$ cat src/rtl/fetch_pc_unit.sv
// Instruction-fetch stage: owns the program counter and the IF/ID pipeline
// register, sequences BOOT/RUN/HALT, and applies branch/jump redirects,
// stalls and halt detection. PostPc carries PC+1 of the instruction in ID
// for the ID-stage branch-target adder.
module fetch_pc_unit #(
    parameter logic [31:0] RESET_PC   = 32'h0000_0000,
    parameter logic [31:0] HALT_INSTR = 32'hFFFF_FFFF
) (
    input  logic        clk,
    input  logic        reset,
    input  logic        stall,
    input  logic        branch_taken,
    input  logic [31:0] outAddId,
    input  logic        jump_taken,
    input  logic [31:0] jump_target,
    input  logic [31:0] imem_data,
    output logic [31:0] imem_addr,
    output logic [31:0] PostPc,
    output logic [31:0] instr_id,
    output logic        id_valid,
    output logic        halted
);

    typedef enum logic [1:0] {
        ST_BOOT = 2'd0,
        ST_RUN  = 2'd1,
        ST_HALT = 2'd2
    } state_t;

    state_t      state_r;
    logic [31:0] pc_r;
    logic [31:0] post_pc_r;
    logic [31:0] instr_r;
    logic        valid_r;
    logic        halted_r;
    logic [31:0] pc_inc_s;

    // Sequential PC increment; wraps modulo 2^32 with no flag.
    assign pc_inc_s = pc_r + 32'd1;

    // Fetch state machine: PC, IF/ID register and halt flag updated together.
    always_ff @(posedge clk or posedge reset) begin
        if (reset) begin
            state_r   <= ST_BOOT;
            pc_r      <= RESET_PC;
            post_pc_r <= 32'd0;
            instr_r   <= 32'd0;
            valid_r   <= 1'b0;
            halted_r  <= 1'b0;
        end else begin
            case (state_r)
                ST_BOOT: begin
                    // One settling cycle: controls ignored, PC held.
                    state_r   <= ST_RUN;
                    pc_r      <= pc_r;
                    post_pc_r <= 32'd0;
                    instr_r   <= 32'd0;
                    valid_r   <= 1'b0;
                    halted_r  <= 1'b0;
                end
                ST_RUN: begin
                    if (branch_taken) begin
                        // Branch beats both jump and stall.
                        state_r   <= ST_RUN;
                        pc_r      <= outAddId;
                        post_pc_r <= 32'd0;
                        instr_r   <= 32'd0;
                        valid_r   <= 1'b0;
                        halted_r  <= 1'b0;
                    end else if (jump_taken) begin
                        state_r   <= ST_RUN;
                        pc_r      <= jump_target;
                        post_pc_r <= 32'd0;
                        instr_r   <= 32'd0;
                        valid_r   <= 1'b0;
                        halted_r  <= 1'b0;
                    end else if (stall) begin
                        state_r   <= ST_RUN;
                        pc_r      <= pc_r;
                        post_pc_r <= post_pc_r;
                        instr_r   <= instr_r;
                        valid_r   <= valid_r;
                        halted_r  <= 1'b0;
                    end else if (imem_data == HALT_INSTR) begin
                        // PC stays on the halt word's address.
                        state_r   <= ST_HALT;
                        pc_r      <= pc_r;
                        post_pc_r <= 32'd0;
                        instr_r   <= 32'd0;
                        valid_r   <= 1'b0;
                        halted_r  <= 1'b1;
                    end else begin
                        state_r   <= ST_RUN;
                        pc_r      <= pc_inc_s;
                        post_pc_r <= pc_inc_s;
                        instr_r   <= imem_data;
                        valid_r   <= 1'b1;
                        halted_r  <= 1'b0;
                    end
                end
                ST_HALT: begin
                    // Terminal until reset; all controls ignored.
                    state_r   <= ST_HALT;
                    pc_r      <= pc_r;
                    post_pc_r <= 32'd0;
                    instr_r   <= 32'd0;
                    valid_r   <= 1'b0;
                    halted_r  <= 1'b1;
                end
                default: begin
                    // Unreachable encoding: recover through BOOT.
                    state_r   <= ST_BOOT;
                    pc_r      <= pc_r;
                    post_pc_r <= 32'd0;
                    instr_r   <= 32'd0;
                    valid_r   <= 1'b0;
                    halted_r  <= 1'b0;
                end
            endcase
        end
    end

    assign imem_addr = pc_r;
    assign PostPc    = post_pc_r;
    assign instr_id  = instr_r;
    assign id_valid  = valid_r;
    assign halted    = halted_r;

endmodule

$ cat config.mk
export PLATFORM = sky130hd
export DESIGN_NAME = fetch_pc_unit
export DESIGN_NICKNAME = d
export VERILOG_FILES = /design/src/rtl/fetch_pc_unit.sv
export SDC_FILE = /design/constraint.sdc
export NUM_CORES = 1
export LEC_CHECK = 0
export ABC_AREA = 1
export CAP_MARGIN = 20
export CORE_MARGIN = 1
export CORE_UTILIZATION = 50
export CTS_CLUSTER_DIAMETER = 30
export CTS_CLUSTER_SIZE = 24
export DETAILED_ROUTE_END_ITERATION = 8
export GPL_TIMING_DRIVEN = 0
export PLACE_DENSITY = 0.95
export SLEW_MARGIN = 20
export SYNTH_ARGS = -nofsm -noshare
export SYNTH_HDL_FRONTEND = slang
export SYNTH_SLANG_ARGS = --single-unit
$ cat constraint.sdc
create_clock -name clk -period 10 [get_ports clk]
set_input_delay 3 -clock clk [delete_from_list [all_inputs] [get_ports clk]]
set_output_delay 3 -clock clk [all_outputs]
set_load 0.005 [all_outputs]
* After elaboration in Yosys (flattened, before gate mapping)
Index checks and enable logic that the tools add are counted.
Storage, ports and cells: bits in read-only memories 0, register bits after elaboration 100, bits in writable memories 0, bits in latches 0, memories 0, logic and storage cells 44
Cells by class: reductions and logical operators 2, shift operators 0, equality and inequality tests 6, magnitude comparators 0, divide/modulo/power cells 0, mux-type cells 29, bitwise operators 0, add/subtract/negate cells 1, multipliers 0
Operators with widths (number):
- 32-bit two-way mux | 14
- 32-bit by 1-bit adder with 32-bit output, second input constant | 1
- 32-bit == test, second input constant | 1
- 1-bit two-way mux | 9
- 2-bit two-way mux | 4
- 2-bit one-hot mux with 3 select lines | 1
- 4-bit inequality test, second input constant | 1
- 3-bit by 1-bit inequality test with 1-bit output, second input constant | 1
- 3-bit inequality test, second input constant | 1
- 3-bit AND reduction | 1
- 2-bit by 1-bit == test with 1-bit output, second input constant | 1
- 2-bit == test, second input constant | 1
- 2-bit logical NOT | 1
- 1-bit one-hot mux with 2 select lines | 1

* Longest topological paths before layout
depth after elaboration 6, gate-level depth with buffers 11, gate-level depth less buffers 11

* Worst setup path after synthesis
Ideal clock, no wire load.
path type input port to flip-flop, from input port imem_data[7], to register post_pc_r[19], in the netlist PostPc[19], setup slack 5962 ps, path buffers 1, required time 9882 ps, cell stages on the path 9, setup time 118 ps, arrival time 3920 ps, path through nand2_1 -> nor2_1 -> nand2_1 -> nor2_2 -> nand2_1 -> nand2_2 -> buf_2 -> a21oi_1 -> a21o_1
Between the ends: word-level cells in the longest chain between the ends 6
Ends and longest elaborated chain:
- start: declaration | line 16 | input logic [31:0] imem_data,
- 32-bit == test | line 84 | end else if (imem_data == HALT_INSTR) begin
- 32-bit two-way mux | line 84
- 32-bit two-way mux | line 77 | end else if (stall) begin
- 32-bit two-way mux | line 70 | end else if (jump_taken) begin
- 32-bit two-way mux | line 62 | if (branch_taken) begin
- 32-bit two-way mux | line 51 | case (state_r)
- end signal: assignment | line 80 | post_pc_r <= post_pc_r;
- end signal: assignment | line 95 | post_pc_r <= pc_inc_s;
- end: declaration | line 32 | logic [31:0] post_pc_r;
Every way passes these cells. The select of a mux whose other input is x is not followed. A chain may end at the register's enable or synchronous reset.

* Worst setup path after layout
from input port imem_data[24], to register post_pc_r[20], in the netlist PostPc[20]
Same word-level chain as after synthesis.

==> results.py <==
metrics = {
    "outcome": {
        "status": "finished, final reports clean",
    },
    "final_layout": {
        "nets": 1152,
        "area_growth_pct": 43.1,
        "final_layout_size_suffix_gt1_frac": 0.0628,
        "final_util": 0.749,
        "final_common_cell": "nand2_1",
        "antennaDiodeCount": 0,
        "layout_common_cells": "nand2_1, clkdlybuf4s50_1, nor2_1",
    },
    "floorplanning": {
        "ios": 199,
        "placementRows": 38,
        "core_um2": 11000,
        "initial_utilization": 0.524,
        "die_w_um": 110,
        "die_y_um": 110,
        "die_area_um2": 12000,
    },
    "drt": {
        "vias": 6378,
        "viasPerCell": 5.36,
        "dr.pass1.iters": 6,
        "ant_nets": 0,
        "drt_iter0_markers": 625,
        "drc": 0,
        "wl_per_cell_um": 15.6,
        "totalWireLength_um": 18500,
    },
    "timing": {
        "setup_viol": 0,
        "post-route-period-util": 0.464,
        "relSlewSlack": 0.563,
        "finalHoldViolations": 0,
        "max_clock_freq_mhz": 216,
        "worst_pin_slew_ps": 655,
        "fin_worst_skew_ps": 11.5,
        "setup_tns_ps": 0,
        "rsz0062_at_grt": "false",
        "holdWs_ps": 479,
        "fin_crit_ps": 4640,
        "drv_slew": 0,
    },
    "min_path": {
        "hp-class": "reg -> reg",
    },
    "clock_tree": {
        "clk_latency_ps": 350,
        "cts_max_level": 3,
        "root_buffer": "clkbuf_16",
        "cts_setup_buffers": 0,
        "cts_buffer_depth": 2,
        "cts_buffers": 9,
        "cts_tree": "yes",
        "clock-sinks": 100,
        "clk_pin_slew_worst_paths_ps": 80,
        "holdBufCountCts": 0,
        "cts_resized": 0,
    },
    "yosys": {
        "synthMuxAreaShare": 0,
        "synth_nets": 942,
        "syn-cell-area_um2": 5780,
        "synth_cells": 836,
        "synthAdderAreaFrac": 0.0108,
        "postSynthAreaPerCell_um2": 6.91,
        "yosysSeqAreaShare": 0.433,
        "ys_types": 29,
        "synth-xor-area-share": 0.0106,
        "ys_ff_latch": 100,
        "synth-simple-area-share": 0.389,
        "yosys_warnings": 0,
        "synth-compound-area-share": 0.0862,
        "synth_top_family_by_area": "simple AND/OR/NAND/NOR gates",
    },
    "critical_path": {
        "cp.required_ps": 10240,
        "crit_path_start_kind": "input pin",
        "critPathMaxFanout": 10,
        "worstSetupPathType": "in -> reg",
        "cp-end-kind": "flip-flop",
        "critPathArrivalTime_ps": 4880,
    },
    "placed_design": {
        "hpwl_um": 14000,
        "gp_congestion": 0.931,
        "portBuffers": 198,
    },
    "power": {
        "ir_drop_mv": 0.0784,
        "leakagePower_nw": 4.05,
        "cellPowerDensity_nw_per_um2": 125,
    },
    "job": {
        "drv_cap": 0,
    },
    "global_route": {
        "grt_max_degree": 61,
        "first_global_vias": 5911,
        "antenna_found_initial": 0,
        "grt-ovfl-total": 0,
        "grt_util_all_layers": 0.317,
        "grt_pass1_wl_um": 28900,
    },
}
## cells in the mapped netlist (all sizes together)
cell type,number,area [um2]
inv,57,214
a21boi,1,7.51
a31oi,1,6.26
clkbuf,11,41.3
clkinv,1,3.75
o21ai,41,205
dfrtp,100,2500
ha,5,62.6
nand3b,2,15.0
buf,25,145
nor2,140,573
nor4,1,21.3
xnor2,2,17.5
nand2,307,1160
xor2,5,43.8
a21o,13,97.6
a21oi,31,181
nand3,81,405
and2,12,75.1
## power by group
group | total [mW] | switching, mW | internal [mW]
Combinational | 0.225 | 0.108 | 0.117
Sequential | 0.460 | 0.0311 | 0.429
Clock | 0.350 | 0.172 | 0.178
## worst paths after layout
check	start	end	slack, ps	cells past startpoint
setup / recovery	imem_data[24]	PostPc[20]	5360	10
hold / removal	PostPc[20]	PostPc[20]	480	1
min in group asynchronous	reset	halted	3030	2
hold reg to reg	PostPc[20]	PostPc[20]	480	1
setup reg to reg	state_r[1]	PostPc[20]	8030	8
max in group asynchronous	reset	imem_addr[7]	6360	3
## state kept, by name (all words and copies together), names as in the netlist
register and count:
PostPc 32, halted 1, id_valid 1, imem_addr 32, instr_id 32, state_r 2
## area by class of cell
cell class	count	area [um2]
sequential	100	2500
buffer	36	186
timing repair buffer	199	2010
fill	872	2760
inverter	58	223
clock inverter	7	73.8
tap	140	175
clock buffer	9	225
multi-input combinational	642	2870
## cell families (layout without fill, tap and decap cells)
family	Yosys count	count (layout)
AOI/OAI and AO/OA	87	87
DFF	100	100
and+or+nand+nor	543	543
xor gates and xnor gates	7	7
adders and majority gates	5	5
buffers and inverters	94	309
## per-stage QoR
step	power, mW	setup slack [ps]	instances	area [um2]
final	1.04	5360	1191	8270
after CTS	1.04	5400	1191	8270
after global placement	0.681	2860	1174	7940
after global routing	1.08	5200	1191	8270
after floorplan	0.559	4380	836	5780
after detailed placement	0.689	5040	1175	7970
## per-layer routing
metal,up-vias,part of all wire,track usage,routed length (um)
met5,-,0,0,0
met4,0,0.031,0.128,567
met3,54,0.10,0.0628,1940
met2,368,0.48,0.538,8930
met1,2916,0.38,0.397,7090
li1,3040,-,-,-
## worst max-delay path, stage by stage
cell             delay [ps]
clkdlybuf4s50_1         510
nand2_1                  60
nor2_1                  140
nand2_1                  80
nor2_2                  200
nand2_1                 190
nand2_2                 190
buf_2                   260
a21oi_1                  90
a21o_1                  160
No activity file was read; power rests on OpenSTA's default activity.
